## src/rtl/fir_pkg.sv

```systemverilog
// rtl/fir_pkg.sv - shared types and default widths for the FIR accumulator
package fir_pkg;

    localparam int FIR_PROD_W = 16;
    localparam int FIR_ACC_W  = 21;
    localparam int FIR_TAPS   = 32;

    typedef enum logic [1:0] {
        IDLE = 2'd0,
        ACC  = 2'd1,
        DONE = 2'd2
    } fir_acc_state_t;

endpackage

```

## src/rtl/fir_acc_add.sv

```systemverilog
// rtl/fir_acc_add.sv - sign-extend, add, overflow detect; saturates when FIR_ACC_SAT_EN is defined
module fir_acc_add #(
    parameter int IN_W  = 16,
    parameter int ACC_W = 21
) (
    input  logic [ACC_W-1:0] i_acc,
    input  logic [IN_W-1:0]  i_data,
    output logic [ACC_W-1:0] o_sum,
    output logic             o_ovf
);

    localparam logic [ACC_W-1:0] ACC_MAX = {1'b0, {(ACC_W-1){1'b1}}};
    localparam logic [ACC_W-1:0] ACC_MIN = {1'b1, {(ACC_W-1){1'b0}}};

    logic [ACC_W-1:0] w_ext;
    logic [ACC_W-1:0] w_sum;

    // Replicate the product sign bit, add, and flag a same-sign add whose result sign flips
    always_comb begin
        w_ext = {{(ACC_W-IN_W){i_data[IN_W-1]}}, i_data};
        w_sum = i_acc + w_ext;
        o_ovf = (i_acc[ACC_W-1] == w_ext[ACC_W-1]) && (w_sum[ACC_W-1] != i_acc[ACC_W-1]);
`ifdef FIR_ACC_SAT_EN
        // Clamp toward the common operand sign
        if (o_ovf) begin
            o_sum = i_acc[ACC_W-1] ? ACC_MIN : ACC_MAX;
        end else begin
            o_sum = w_sum;
        end
`else
        o_sum = w_sum;
`endif
    end

endmodule

```

## src/rtl/fir_acc.sv

```systemverilog
// rtl/fir_acc.sv - registered signed frame accumulator with valid/ready on both sides (option: FIR_ACC_SAT_EN)
module fir_acc
    import fir_pkg::*;
#(
    parameter int IN_W  = FIR_PROD_W,
    parameter int ACC_W = FIR_ACC_W,
    parameter int TAPS  = FIR_TAPS,
    localparam int CNT_W = $clog2(TAPS+1)
) (
    input  logic             clk,
    input  logic             rst_n,
    input  logic [IN_W-1:0]  in_data,
    input  logic             in_valid,
    input  logic             in_last,
    output logic             in_ready,
    output logic [ACC_W-1:0] out_data,
    output logic             out_valid,
    input  logic             out_ready,
    output logic [CNT_W-1:0] tap_cnt,
    output logic             ovf,
    output logic             len_err
);

    localparam logic [CNT_W-1:0] TAPS_M1 = CNT_W'(TAPS - 1);

    fir_acc_state_t   r_state;
    fir_acc_state_t   w_next;
    logic             r_in_ready;
    logic             w_in_ready_nxt;
    logic [ACC_W-1:0] r_acc;
    logic [CNT_W-1:0] r_cnt;
    logic             r_ovf;
    logic             r_len_err;
    logic             w_accept;
    logic             w_first;
    logic             w_cap;
    logic [ACC_W-1:0] w_acc_op;
    logic [ACC_W-1:0] w_sum;
    logic             w_ovf;

    assign w_accept = in_valid && r_in_ready;
    assign w_first  = (r_state == IDLE);
    assign w_cap    = (r_state == ACC) && (r_cnt == TAPS_M1);
    // The first tap of a frame loads rather than adds, so the old sum never leaks in
    assign w_acc_op = w_first ? '0 : r_acc;

    fir_acc_add #(
        .IN_W  (IN_W),
        .ACC_W (ACC_W)
    ) u_add (
        .i_acc  (w_acc_op),
        .i_data (in_data),
        .o_sum  (w_sum),
        .o_ovf  (w_ovf)
    );

    // State register; ready is registered so it never depends on out_ready combinationally
    always_ff @(posedge clk or negedge rst_n) begin
        if (!rst_n) begin
            r_state    <= IDLE;
            r_in_ready <= 1'b0;
        end else begin
            r_state    <= w_next;
            r_in_ready <= w_in_ready_nxt;
        end
    end

    // Next-state decode: frame closes on in_last or when the tap budget is used up
    always_comb begin
        w_next = r_state;
        case (r_state)
            IDLE: if (w_accept) w_next = in_last ? DONE : ACC;
            ACC:  if (w_accept && (in_last || w_cap)) w_next = DONE;
            DONE: if (out_ready) w_next = IDLE;
            default: w_next = IDLE;
        endcase
    end

    // Output decode: result is presented for the whole DONE state
    always_comb begin
        out_valid      = (r_state == DONE);
        w_in_ready_nxt = (w_next != DONE);
    end

    // Accumulator, tap counter and sticky per-frame flags
    always_ff @(posedge clk or negedge rst_n) begin
        if (!rst_n) begin
            r_acc     <= '0;
            r_cnt     <= '0;
            r_ovf     <= 1'b0;
            r_len_err <= 1'b0;
        end else if (w_accept) begin
            r_acc     <= w_sum;
            r_cnt     <= w_first ? CNT_W'(1) : r_cnt + CNT_W'(1);
            r_ovf     <= (w_first ? 1'b0 : r_ovf) | w_ovf;
            r_len_err <= w_cap && !in_last;
        end else if ((r_state == DONE) && out_ready) begin
            r_acc <= '0;
            r_cnt <= '0;
        end
    end

    assign in_ready = r_in_ready;
    assign out_data = r_acc;
    assign tap_cnt  = r_cnt;
    assign ovf      = r_ovf;
    assign len_err  = r_len_err;

endmodule

```

## config.mk

```make
export PLATFORM = sky130hd
export DESIGN_NAME = fir_acc
export DESIGN_NICKNAME = d
export VERILOG_FILES = /design/src/rtl/fir_pkg.sv /design/src/rtl/fir_acc_add.sv /design/src/rtl/fir_acc.sv
export SDC_FILE = /design/constraint.sdc
export NUM_CORES = 1
export LEC_CHECK = 0
export BUFFER_PORTS_ARGS = -buffer_cell sky130_fd_sc_hd__buf_2
export CELL_PAD_IN_SITES_DETAIL_PLACEMENT = 0
export CELL_PAD_IN_SITES_GLOBAL_PLACEMENT = 1
export CORE_ASPECT_RATIO = 0.75
export CORE_MARGIN = 3
export CORE_UTILIZATION = 35
export CTS_CLUSTER_SIZE = 24
export DETAILED_ROUTE_END_ITERATION = 8
export GPL_TIMING_DRIVEN = 0
export PLACE_DENSITY = 0.74
export SYNTH_ARGS = -nofsm -noshare
export SYNTH_HDL_FRONTEND = slang
export SYNTH_SLANG_ARGS = --single-unit
```

## constraint.sdc

```tcl
create_clock -name clk -period 5.1 [get_ports clk]
set_input_delay 0.255 -clock clk [delete_from_list [all_inputs] [get_ports clk]]
set_output_delay 0.255 -clock clk [all_outputs]
set_load 0.02 [all_outputs]
```

==> results of run 1 <==
-- worst max-delay path, cell delays in order (launching register included) --
cell,delay (ps)
dfrtp_1,400
or2_1,110
clkbuf_1,250
clkbuf_1,380
and2_1,190
ha_1,240
inv_1,80
fa_1,400
nor2b_1,170
o2111ai_1,220
a211oi_2,340
o21ai_1,210
o21a_1,230
o211ai_1,160
-- how the worst max path moves through the flow --
stage / startpoint / slack [ps] / end / cells after the start
after floorplan: r_state[1] / 2290 / out_data[20] / 13
final: r_state[1] / 1640 / out_data[20] / 13
after global routing: r_state[1] / 1260 / out_data[20] / 13
after detailed placement: r_state[1] / 1650 / ovf / 13
after CTS: r_state[1] / 1620 / out_data[20] / 13
after global placement: r_state[1] / 1650 / ovf / 13
-- cells in the mapped netlist (2+ instances only) --
cell,number
inv_1,8
a21oi_1,20
a22o_1,3
and3_1,4
ha_1,21
nand3_1,5
xnor2_1,5
o211ai_1,7
o21a_1,3
nor2b_1,2
nand4_1,9
a211oi_1,3
xor2_1,7
a21boi_0,2
a311oi_1,2
o2111ai_1,2
a21o_1,5
a32o_1,2
nor2_1,15
and2_1,23
o21ai_0,26
dfrtp_1,32
nand2_1,41
o21ai_1,6
nor3_1,2
buf_4,2
mux2i_1,2
buf_2,3
nand2b_1,3
o21bai_1,2
clkbuf_1,12
or3_1,3
-- placed cells by master, fill, tap and decap left out, types with 3 or more instances in the layout --
master and n:
a211oi_1 3, a21o_1 5, a21oi_1 20, a22o_1 3
and2_1 23, and3_1 4, buf_2 54, clkbuf_1 13
clkbuf_8 5, dfrtp_1 32, ha_1 21, inv_1 8
nand2_1 41, nand2b_1 3, nand3_1 5, nand4_1 9
nor2_1 15, o211ai_1 7, o21a_1 3, o21ai_0 26
o21ai_1 6, or3_1 3, xnor2_1 5, xor2_1 7
-- power by group --
group	internal, µW	switching (µW)
Sequential	346	65.6
Combinational	314	513
Clock	145	101
-- registers in the layout, summed over array words and instances, names as in the netlist --
name      cells
r_state       2
out_data     21
len_err       1
ovf           1
tap_cnt       6
in_ready      1
-- through the flow --
stage                     setup WS, ps  instance area [µm²]  std cells  total power [µW]
after CTS                         1620                 3000        458              1500
after global routing              1260                 3000        458              1620
after floorplan                   2290                 2510        301              1000
final                             1640                 3000        458              1480
after detailed placement          1650                 2890        450              1240
after global placement            1650                 2890        450              1240
-- cells by family after synthesis --
kind of cell | share of synthesized area
multiplexers | 0.00798
AO/OA/AOI/OAI | 0.258
AND/OR/NAND/NOR | 0.218
adder cells (fa/ha/maj) | 0.113
flip-flops | 0.319
buffers and inverters | 0.0419
XOR/XNOR | 0.0419
-- cell type report --
cell class | instances | share of cell area
Sequential cell | 32 | 0.267
Tap cell | 98 | 0.0409
Inverter | 8 | 0.0100
Clock buffer | 6 | 0.0242
Timing Repair Buffer | 51 | 0.0852
Multi-Input combinational cell | 244 | 0.536
Buffer | 17 | 0.0251
Clock inverter | 2 | 0.0117
-- layer usage --
layer,track usage,up-vias
met5,0,-
met4,0.0372,0
met3,0.0349,2
met2,0.253,58
met1,0.265,1098
li1,-,1203
==> flow_metrics.py, run 1 <==
metrics = {
    "routing": {
        "routed.top_layer": "met4",
        "drc": 0,
        "wire_per_inst_um": 15.3,
        "drt-met1-wl_mm": 3.75,
        "wl_met3_um": 382,
        "ant_nets": 0,
        "drt_iter0_drc": 107,
        "wl_met2_mm": 2.85,
        "wl_mm": 7.00,
        "drt-pass1-iter-count": 5,
        "vias": 2361,
        "routed_via_density": 5.16,
    },
    "worst_setup_path": {
        "critPathLaunchType": "flip-flop",
        "reg2reg_to": "out_data[20]",
        "reg2reg_depth": 13,
        "ff2ff_setup_slack_ps": 1640,
        "cp_data_arrival_time_ps": 3670,
        "end_kind": "flip-flop",
        "rr_startpoint": "r_state[1]",
        "worstSetupPathType": "reg2reg",
        "cp_data_required_time_ps": 5310,
        "crit_fanout": 10,
    },
    "power_and_ir_drop": {
        "power.density_mw_per_mm2": 496,
        "p_leak_uw": 0.00143,
        "vdd_drop_max_mv": 0.191,
    },
    "cells_and_area": {
        "layout-drive-gt1-share": 0.189,
        "fill_cells": 750,
        "multi_input_area_mm2": 0.00160,
        "fin_nets": 402,
        "diodes": 0,
        "area_delta_synth_final_pct": 19.3,
        "final_util": 0.434,
        "final-seq-area_um2": 801,
    },
    "synth": {
        "synthCells": 301,
        "synth_enable_flop_cells": 0,
        "synth-seq-cells": 32,
        "synth.area.top_cells": "dfrtp_1 (32%), ha_1 (10%), nand2_1 (6.1%)",
        "synth_flop_cell": "dfrtp_1",
        "syn_area_per_cell_um2": 8.34,
        "synth_top_area_frac": 0.319,
        "synth-seq-area-share": 0.319,
        "synth_fp_nets": 344,
        "syn_area_mm2": 0.00251,
        "yosys.area.top_type": "dfrtp_1",
        "synth.distinct_cells": 51,
        "synth_warnings": 0,
        "postSynth.asyncResetShare": 1.00,
    },
    "global_routing": {
        "antenna_found_initial": 0,
        "grt_pass1_vias": 2312,
        "grt_use_total": 0.174,
        "grt_max_degree": 33,
        "grt-ovfl-total": 0,
        "grt_pass1_wl_mm": 11.6,
    },
    "floorplan": {
        "die_area_mm2": 0.00823,
        "die_h_um": 79.3,
        "core_area_mm2": 0.00690,
        "start_util": 0.364,
        "rows": 26,
        "design.portCount": 52,
        "die_w_um": 104,
    },
    "timing": {
        "min_period_ps": 3460,
        "tns_ps": 0,
        "rsz0062_at_grt": "false",
        "fin_crit_sh": 0.679,
        "drv_slew": 0,
        "hold_violations": 0,
        "tightest_slew_ps": 786,
        "slew_headroom": 0.476,
        "skew_ps": 9.32,
        "timing.fmax_ghz": 0.289,
        "finalSetupViolations": 0,
        "hold_slack_ps": 42.2,
    },
    "clocking": {
        "htreeDepth": 2,
        "cts_tree": "done",
        "postCtsHoldBufs": 0,
        "cts_sinks": 32,
        "cts_buffers": 5,
        "cts_buffer_depth": 2,
        "cts_resized": 0,
        "root_buffer": "clkbuf_8",
        "insertion_delay_ps": 280,
        "clk_pin_slew_ps": 80,
        "postCtsSetupBuffers": 0,
    },
    "place": {
        "port-buffer-count": 51,
        "hpwl_mm": 5.27,
        "gp_congestion": 0.831,
    },
    "outcome": {
        "outcome": "finished clean",
    },
    "hold_path": {
        "timing.hold.worst.class": "in2async",
    },
    "job": {
        "maxCapViolCount": 0,
    },
}
No activity file was read; power rests on OpenSTA's default activity.
==> inputs of run 2 (changes only) <==
Settings changed: ABC_AREA set to 1, PLACE_DENSITY 0.74 to 0.77.
Clock period 5.1 ns to 3.5 ns, I/O delays scaled along.
==> run 2 against run 1 <==
Largest cell class unchanged. Critical path depth up 2. Via count up 23%. Largest power group unchanged. Critical path type unchanged. Sequential cell count unchanged. Combinational power up 130%. Final area up 13%. Worst hold slack better by 150 ps. Global-route usage up 0.75 points. Clock power up 59%. Synthesized cell count up 56%. Routed wire length up 17%.
==> flow_metrics.py, run 2 <==
metrics = {
    "timing": {
        "drv_slew": 0,
        "finalSetupViolations": 0,
        "hold_violations": 0,
        "tns_ps": 0,
        "fin_ws_ps": 752,
        "fin_crit_sh": 0.785,
        "rsz0062_at_grt": "false",
        "timing.fmax_ghz": 0.364,
        "tightest_slew_ps": 795,
        "min_period_ps": 2750,
        "slew_headroom": 0.470,
        "skew_ps": 11.8,
    },
    "clocking": {
        "cts_buffers": 5,
        "cts_resized": 0,
        "insertion_delay_ps": 300,
        "cts_buffer_depth": 2,
        "root_buffer": "clkbuf_8",
        "cts_tree": "done",
        "postCtsSetupBuffers": 0,
        "htreeDepth": 2,
        "cts_sinks": 32,
        "postCtsHoldBufs": 1,
        "clk_pin_slew_ps": 80,
    },
    "floorplan": {
        "die_h_um": 84.5,
        "start_util": 0.376,
        "die_w_um": 111,
        "core_area_mm2": 0.00763,
        "die_area_mm2": 0.00935,
        "design.portCount": 52,
        "rows": 27,
    },
    "worst_setup_path": {
        "worst_path_largest_cell_delay_ps": 440,
        "cp_data_required_time_ps": 3680,
        "critPathLaunchType": "flip-flop",
        "worstSetupPathType": "reg2reg",
        "cp_data_arrival_time_ps": 2930,
        "crit_fanout": 10,
        "cp.buffers_inverters": 3,
        "end_kind": "flip-flop",
        "crit_chain": "nor2_2 -> clkbuf_1 -> nor2_1 -> ha_1 -> inv_1 -> fa_1 -> inv_1 -> nand3_1 -> nand3_1 -> nand2_1 -> nand2_1 -> nand2_1 -> nand2_1 -> nor2_1 -> o21bai_2",
        "cpMaxStageDelayCell": "clkbuf_1",
        "crit_family": "simple AND/OR/NAND/NOR gates",
        "crit_path_frequent_cell": "nand2_1",
    },
    "power_and_ir_drop": {
        "p_leak_uw": 0.00199,
        "total_power_uw": 2940,
        "power.density_mw_per_mm2": 869,
        "vdd_drop_max_mv": 0.308,
    },
    "synth": {
        "synth-seq-cells": 32,
        "synth_fp_nets": 512,
        "postSynth.asyncResetShare": 1.00,
        "yosys.area.top_type": "dfrtp_1",
        "syn_area_per_cell_um2": 6.13,
        "synth.distinct_cells": 30,
        "syn_area_mm2": 0.00287,
        "synth_warnings": 0,
        "synth_top_cells_by_count": "nand2_1 (164), inv_1 (91), nor2_1 (55)",
        "synth.area.top_cells": "dfrtp_1 (28%), nand2_1 (21%), inv_1 (12%)",
        "synth_enable_flop_cells": 0,
        "synth-seq-area-share": 0.279,
        "synth_top_area_frac": 0.279,
        "synthCells": 469,
        "synth_most_common_cell": "nand2_1",
        "synth_flop_cell": "dfrtp_1",
    },
    "place": {
        "gp_congestion": 0.817,
        "port-buffer-count": 51,
        "dpl_worst_slack_ps": 751,
        "hpwl_mm": 6.47,
    },
    "global_routing": {
        "grt_max_degree": 33,
        "grt_use_total": 0.182,
        "grt-ovfl-total": 0,
        "antenna_found_initial": 0,
        "grt_pass1_vias": 2790,
        "grt_pass1_wl_mm": 13.8,
    },
    "cells_and_area": {
        "largest_register_ffs": 21,
        "final_cell_mix": "nand2_1 (164), inv_1 (91), nor2_1 (55)",
        "diodes": 0,
        "area_delta_synth_final_pct": 17.6,
        "multi_input_area_mm2": 0.00169,
        "final_util": 0.443,
        "fill_cells": 850,
        "fin_nets": 571,
        "layout_commonest_cell": "nand2_1",
        "final-seq-area_um2": 801,
        "layout-drive-gt1-share": 0.151,
    },
    "routing": {
        "ant_nets": 0,
        "drc": 0,
        "wire_per_inst_um": 13.0,
        "vias": 2904,
        "drt_iter0_drc": 115,
        "wl_mm": 8.17,
        "routed_via_density": 4.61,
        "drt-pass1-iter-count": 4,
    },
    "outcome": {
        "outcome": "finished clean",
    },
    "job": {
        "maxCapViolCount": 0,
    },
    "hold_path": {
        "timing.hold.worst.class": "in2reg",
    },
}
[run 2: cell types whose count changed in the layout (fill, tap and decap cells not counted), moves of 5 or more]
cell / before / now
nand2_1: 41 / 164
inv_1: 8 / 91
nor2_1: 15 / 55
and2_1: 23 / 0
nand3_1: 5 / 23
o21ai_0: 26 / 12
clkbuf_1: 13 / 3
a21oi_1: 20 / 12
o211ai_1: 7 / 0
o22ai_1: 1 / 8
nand2_2: 0 / 6
nor2_2: 0 / 5
[run 2: tightest hold or removal path: stages]
cell and delay, ps:
buf_2 90, o31ai_1 70, inv_1 50, nand2_1 70
[run 2: report_power, final]
part           switching (µW)  leakage (µW)  internal (µW)
logic                    1270       0.00154            637
clock network             177     0.0000548            215
registers                 108      0.000402            526
total                    1560       0.00199           1380
[run 2: final timing paths]
| check | cells after the start | slack, ps | from | endpoint |
|---|---|---|---|---|
| max in group asynchronous | 2 | 2500 | rst_n | out_data[14] |
| worst min register to register | 2 | 490 | len_err | len_err |
| worst max register to register | 15 | 750 | r_state[0] | out_data[14] |
| worst min-delay path | 4 | 190 | out_ready | r_state[1] |
| min in group asynchronous | 2 | 480 | rst_n | out_data[1] |
| worst max-delay path | 15 | 750 | r_state[0] | out_data[14] |
[run 2: cell type report]
type,instances,share of cell area
clock buffers,5,0.0204
inverters,92,0.102
multi-input cells,338,0.499
clock inverters,3,0.0137
plain buffers,7,0.0118
flip-flops and latches,32,0.237
repair buffers,52,0.0785
well taps,101,0.0374
[run 2: metal layers]
layer	wire length, µm	GRT usage	vias up
li1	-	-	1562
met1	4420	0.270	1278
met2	3310	0.275	57
met3	378	0.0382	7
met4	69	0.0302	0
met5	0	0	-
[run 2: through the flow]
stage               cells  hold WS, ps  cell area [µm²]
finish                630          189             3380
global placement      621          306             3260
global route          630          212             3380
detailed placement    621          318             3260
floorplan             469         -121             2870
CTS                   630          179             3380
[run 2: cell families after synthesis]
kind of cell | share of synthesized area
XOR/XNOR | 0.0183
flip-flops | 0.279
AO/OA/AOI/OAI | 0.0875
adder cells (fa/ha/maj) | 0.0984
buffers and inverters | 0.134
AND/OR/NAND/NOR | 0.383
